$ cat config.mk
export PLATFORM = sky130hd
export DESIGN_NAME = alu_result_queue
export DESIGN_NICKNAME = d
export VERILOG_FILES = /design/src/rtl/alu_pkg.sv /design/src/rtl/alu_flag_gen.sv /design/src/rtl/alu_result_queue.sv
export SDC_FILE = /design/constraint.sdc
export NUM_CORES = 1
export LEC_CHECK = 0
export BUFFER_PORTS_ARGS = -buffer_cell sky130_fd_sc_hd__buf_2
export CORE_MARGIN = 2
export CORE_UTILIZATION = 45
export CTS_CLUSTER_DIAMETER = 150
export CTS_CLUSTER_SIZE = 20
export DETAILED_ROUTE_END_ITERATION = 12
export MAX_ROUTING_LAYER = met4
export PLACE_DENSITY = 0.73
export SETUP_SLACK_MARGIN = 0.3
export SYNTH_ARGS = -nofsm -noshare
export SYNTH_HDL_FRONTEND = slang
export SYNTH_HIERARCHICAL = 1
export SYNTH_SLANG_ARGS = --single-unit
export TNS_END_PERCENT = 5
$ cat constraint.sdc
create_clock -name clk -period 3.45 [get_ports clk]
set_clock_uncertainty 0.05 [all_clocks]
set_input_delay 0.1725 -clock clk [delete_from_list [all_inputs] [get_ports clk]]
set_output_delay 0.1725 -clock clk [all_outputs]
set_load 0.02 [all_outputs]
$ cat src/rtl/alu_pkg.sv
// Shared ALU definitions: status flag bit positions and the packed flag struct
// carried alongside every queued result.
package alu_pkg;

  localparam int FLAG_Z = 0;
  localparam int FLAG_C = 1;
  localparam int FLAG_N = 2;
  localparam int FLAG_V = 3;
  localparam int FLAG_W = 4;

  // Field order puts v at bit 3 and z at bit 0, matching the FLAG_* indices.
  typedef struct packed {
    logic v;
    logic n;
    logic c;
    logic z;
  } alu_flags_t;

endpackage

$ cat src/rtl/alu_flag_gen.sv
// Combinational Z/N/C/V derivation from an adder/subtractor result, its raw
// carry_out and the operand sign bits.
module alu_flag_gen
  import alu_pkg::*;
#(
  parameter int WIDTH = 4
) (
  input  logic [WIDTH-1:0]  result,
  input  logic              carry,
  input  logic              sub,
  input  logic              a_msb,
  input  logic              b_msb,
  output logic [FLAG_W-1:0] flags
);

  alu_flags_t f;

  // b_msb is the operand before inversion, so subtraction overflows when the
  // operand signs differ and the result sign disagrees with a.
  always_comb begin
    f   = '0;
    f.z = (result == '0);
    f.n = result[WIDTH-1];
    f.c = carry;
    if (sub) f.v = (a_msb != b_msb) && (f.n != a_msb);
    else     f.v = (a_msb == b_msb) && (f.n != a_msb);
  end

  assign flags = f;

endmodule

$ cat src/rtl/alu_result_queue.sv
// Buffers adder/subtractor results with their status flags in a small FIFO and
// tracks a sticky overflow indicator for the consumer.
module alu_result_queue
  import alu_pkg::*;
#(
  parameter int WIDTH = 4,
  parameter int DEPTH = 4
) (
  input  logic                     clk,
  input  logic                     rst,
  input  logic                     in_valid,
  output logic                     in_ready,
  input  logic [WIDTH-1:0]         in_result,
  input  logic                     in_carry,
  input  logic                     in_sub,
  input  logic                     in_a_msb,
  input  logic                     in_b_msb,
  output logic                     out_valid,
  input  logic                     out_ready,
  output logic [WIDTH-1:0]         out_result,
  output logic [FLAG_W-1:0]        out_flags,
  output logic [$clog2(DEPTH):0]   count,
  output logic                     sticky_v,
  input  logic                     clr_sticky
);

  localparam int PW = $clog2(DEPTH);
  localparam int CW = PW + 1;
  localparam int EW = WIDTH + FLAG_W;
  localparam logic [CW-1:0] DEPTH_C = CW'(DEPTH);

  // Handshake: a transfer happens on a rising edge where valid & ready are both
  // high; valid never depends on ready, and data is stable while valid is held.
  logic              push;
  logic              pop;
  logic [FLAG_W-1:0] new_flags;
  alu_flags_t        new_f;
  logic [EW-1:0]     head;
  logic [EW-1:0]     mem [DEPTH];
  logic [PW-1:0]     wr_ptr;
  logic [PW-1:0]     rd_ptr;
  logic [CW-1:0]     cnt;

  alu_flag_gen #(.WIDTH(WIDTH)) u_flag_gen (
    .result (in_result),
    .carry  (in_carry),
    .sub    (in_sub),
    .a_msb  (in_a_msb),
    .b_msb  (in_b_msb),
    .flags  (new_flags)
  );

  assign new_f     = new_flags;
  assign in_ready  = (cnt < DEPTH_C);
  assign out_valid = (cnt != '0);
  assign push      = in_valid && in_ready;
  assign pop       = out_valid && out_ready;
  assign count     = cnt;

  // Empty queue never pops, so a push into an empty queue only shows next cycle.
  assign head       = mem[rd_ptr];
  assign out_result = out_valid ? head[EW-1:FLAG_W] : '0;
  assign out_flags  = out_valid ? head[FLAG_W-1:0]  : '0;

  always_ff @(posedge clk) begin
    if (push) mem[wr_ptr] <= {in_result, new_flags};
  end

  always_ff @(posedge clk or posedge rst) begin
    if (rst) begin
      wr_ptr <= '0;
      rd_ptr <= '0;
      cnt    <= '0;
    end else begin
      if (push) wr_ptr <= wr_ptr + PW'(1);
      if (pop)  rd_ptr <= rd_ptr + PW'(1);
      case ({push, pop})
        2'b10:   cnt <= cnt + CW'(1);
        2'b01:   cnt <= cnt - CW'(1);
        default: cnt <= cnt;
      endcase
    end
  end

  // Clear has priority over a same-cycle overflow push.
  always_ff @(posedge clk or posedge rst) begin
    if (rst)                  sticky_v <= 1'b0;
    else if (clr_sticky)      sticky_v <= 1'b0;
    else if (push && new_f.v) sticky_v <= 1'b1;
  end

endmodule

==> flow_summary_export.csv <==
group,metric,value,unit
status,status,"completed",
route,drc,0,
setup_path,crit_start,"rd_ptr[0]",
power,power_density,859,nW/um^2
global_routing,antenna_found_initial,0,
finish,final_cells,179,
timing,max_freq,470,MHz
placed_design,gp_congestion,0.813,
power,ir_worst_vdd,0.366,mV
placed_design,dp_hpwl,1.83,mm
finish,num_antenna_cells,0,
timing,relSlewSlack,0.609,
finish,areaGrowthSynthToFinish,16.2,%
die,die_area,4350,um^2
route,drt_iter0_markers,10,
clock_network,cts_max_path_buffers,2,
logic_synthesis,ys_seq_area_frac,0.672,
setup_path,cp-start-kind,"flip-flop",
finish,n_fill_cell,306,
die,core-area,3690,um^2
timing,setup_viol_count_final,0,
clock_network,cts.sinks,40,
die,rows,22,
timing,tns,0,ns
flow_run,max-cap-violations,0,
global_routing,grt_max_degree,15,
worst_hold_path,min_from,"in_carry",
timing,worst_pin_slew,0.581,ns
placed_design,port_buffers,26,
setup_path,arrival,1.90,ns
logic_synthesis,syn_avg_cell_area,17.1,um^2
clock_network,cts_tree,"yes",
clock_network,cts_made_buffers,5,
finish,nets,149,
route,drt-total-wl,2.64,mm
power,p_total,1.72,mW
route,avgRoutedWirePerCell,14.7,um
logic_synthesis,synth_seq_cells,40,
timing,finalHoldViolations,0,
timing,layout_worst_path_cycle_share,0.617,
logic_synthesis,yosysWarningCount,6,
setup_path,regToRegStartpoint,"count[0]",
clock_network,cts_root_buf,"clkbuf_8",
global_routing,grt_pass1_vias,906,
die,initial_core_util,0.468,
die,io_pins,27,
timing,whs,0.0401,ns
timing,slew_violations,0,
power,p_leak,0.774,nW
route,vias,855,
global_routing,grt_pass1_wl,4.48,mm
setup_path,worstSetupPathType,"reg -> out",
route,first_pass_iters,4,
finish,drive_gt1_frac,0.328,
timing,fin_crit,2.13,ns
die,die_height,65.9,um
worst_hold_path,hold_path_class,"in -> reg",
logic_synthesis,syn-num-nets,120,
placed_design,place_inst,169,
logic_synthesis,netlist_area,1730,um^2
setup_path,r2r_slack,1.39,ns
route,viasPerCell,4.78,
finish,multi_input_comb_area,489,um^2
die,die_w,65.9,um
timing,rsz0062_at_grt,"false",
logic_synthesis,syn_inst,101,
clock_network,clk_pin_slew_worst_paths,0.08,ns
clock_network,cts_max_level,2,
route,drtAntennaViolNets,0,
finish,regArea,1160,um^2
logic_synthesis,synth_cell_types,24,
clock_network,insertion_delay,0.30,ns
global_routing,grtUsageTotal,0.150,
setup_path,crit_required,3.23,ns
finish,final_util,0.544,
setup_path,cp_max_fo,10,
setup_path,end_kind,"primary output",
global_routing,globalRouteOverflowTotal,0,
==> per-stage QoR <==
step	setup slack [ns]	instance area, um^2
detailed placement	1.39	1870
global route	1.16	2010
finish	1.32	2010
floorplan	1.48	1730
global placement	1.48	1870
CTS	1.27	2010
==> flip-flops by register name (all words and copies together) (netlist names) <==
| signal | cells |
|---|---|
| wr_ptr | 2 |
| mem | 32 |
| rd_ptr | 2 |
| count | 3 |
| sticky_v | 1 |
==> synthesized netlist by cell type, drive strengths merged <==
library cell | number | area (um^2)
a21oi | 1 | 5.00
dfrtp | 8 | 200
buf | 4 | 37.5
nand2b | 1 | 6.26
inv | 8 | 30.0
clkbuf | 2 | 8.75
xnor2 | 5 | 43.8
xor2 | 2 | 17.5
o21ai | 1 | 5.00
fa | 1 | 20.0
ha | 5 | 62.6
or2b | 1 | 7.51
and2 | 13 | 81.3
nand2 | 1 | 3.75
nor2 | 2 | 7.51
nand3 | 1 | 5.00
edfxtp | 32 | 961
nor2b | 1 | 6.26
or3 | 1 | 11.3
nor4 | 1 | 6.26
mux4 | 8 | 180
mux2i | 2 | 20.0
==> path summary, 6_finish.rpt <==
path / to / cells past startpoint
max: out_flags[3] / 3
min: mem[2][1] / 1
max reg2reg: count[1] / 6
min reg2reg: sticky_v / 2
max in group asynchronous: wr_ptr[1] / 3
min in group asynchronous: rd_ptr[1] / 3
==> power breakdown <==
part / leakage [nW] / internal [mW] / switching [mW]
sequential: 0.388 / 0.625 / 0.0924
combinational: 0.331 / 0.287 / 0.330
clock: 0.0548 / 0.218 / 0.171
total: 0.774 / 1.13 / 0.594
==> placed cells by master (no fill, tap or decap), types with 5 or more instances in the layout <==
cell type,n
and2_1,13
buf_2,26
clkbuf_8,5
dfrtp_1,8
edfxtp_1,32
ha_1,5
inv_1,8
mux4_2,8
xnor2_1,5
==> per-layer routing <==
layer | up-vias | routed length, um | GRT usage | share of wire
met5 | - | 0 | - | 0
li1 | 414 | - | - | -
met2 | 22 | 1320 | 0.229 | 0.50
met1 | 414 | 1110 | 0.185 | 0.42
met3 | 5 | 163 | 0.0579 | 0.062
met4 | 0 | 44 | 0.0536 | 0.017
==> logic make-up (layout without fill, tap and decap cells) <==
kind of cell	Yosys count	after routing	share of synthesized area
compound gates	2	2	0.00579
mux	10	10	0.116
fa+ha+maj	6	6	0.0478
xor+xnor	7	7	0.0355
flops	40	40	0.672
simple gates	22	22	0.0783
buf+inv	14	44	0.0442
==> worst max-delay path, stage by stage (launching register included) <==
cell and delay [ns]:
dfrtp_1 0.71, mux4_2 0.57, and2_1 0.17, buf_2 0.15
==> layout make-up <==
cell class	instances	share of cell area
clock buffer	5	0.0343
clock inverter	3	0.0231
inverter	8	0.0150
multi-input combinational	47	0.244
sequential	40	0.579
tap	48	0.0299
timing repair buffer	28	0.0749
==> repair_timing <==
action                     4_1_cts  5_1_grt
setup endpoints to repair        0        0
setup buffers                    0        0
hold buffers                     2        0
hold endpoints to repair         9        0
gates resized for setup          0        0
No activity file was read; power rests on OpenSTA's default activity.
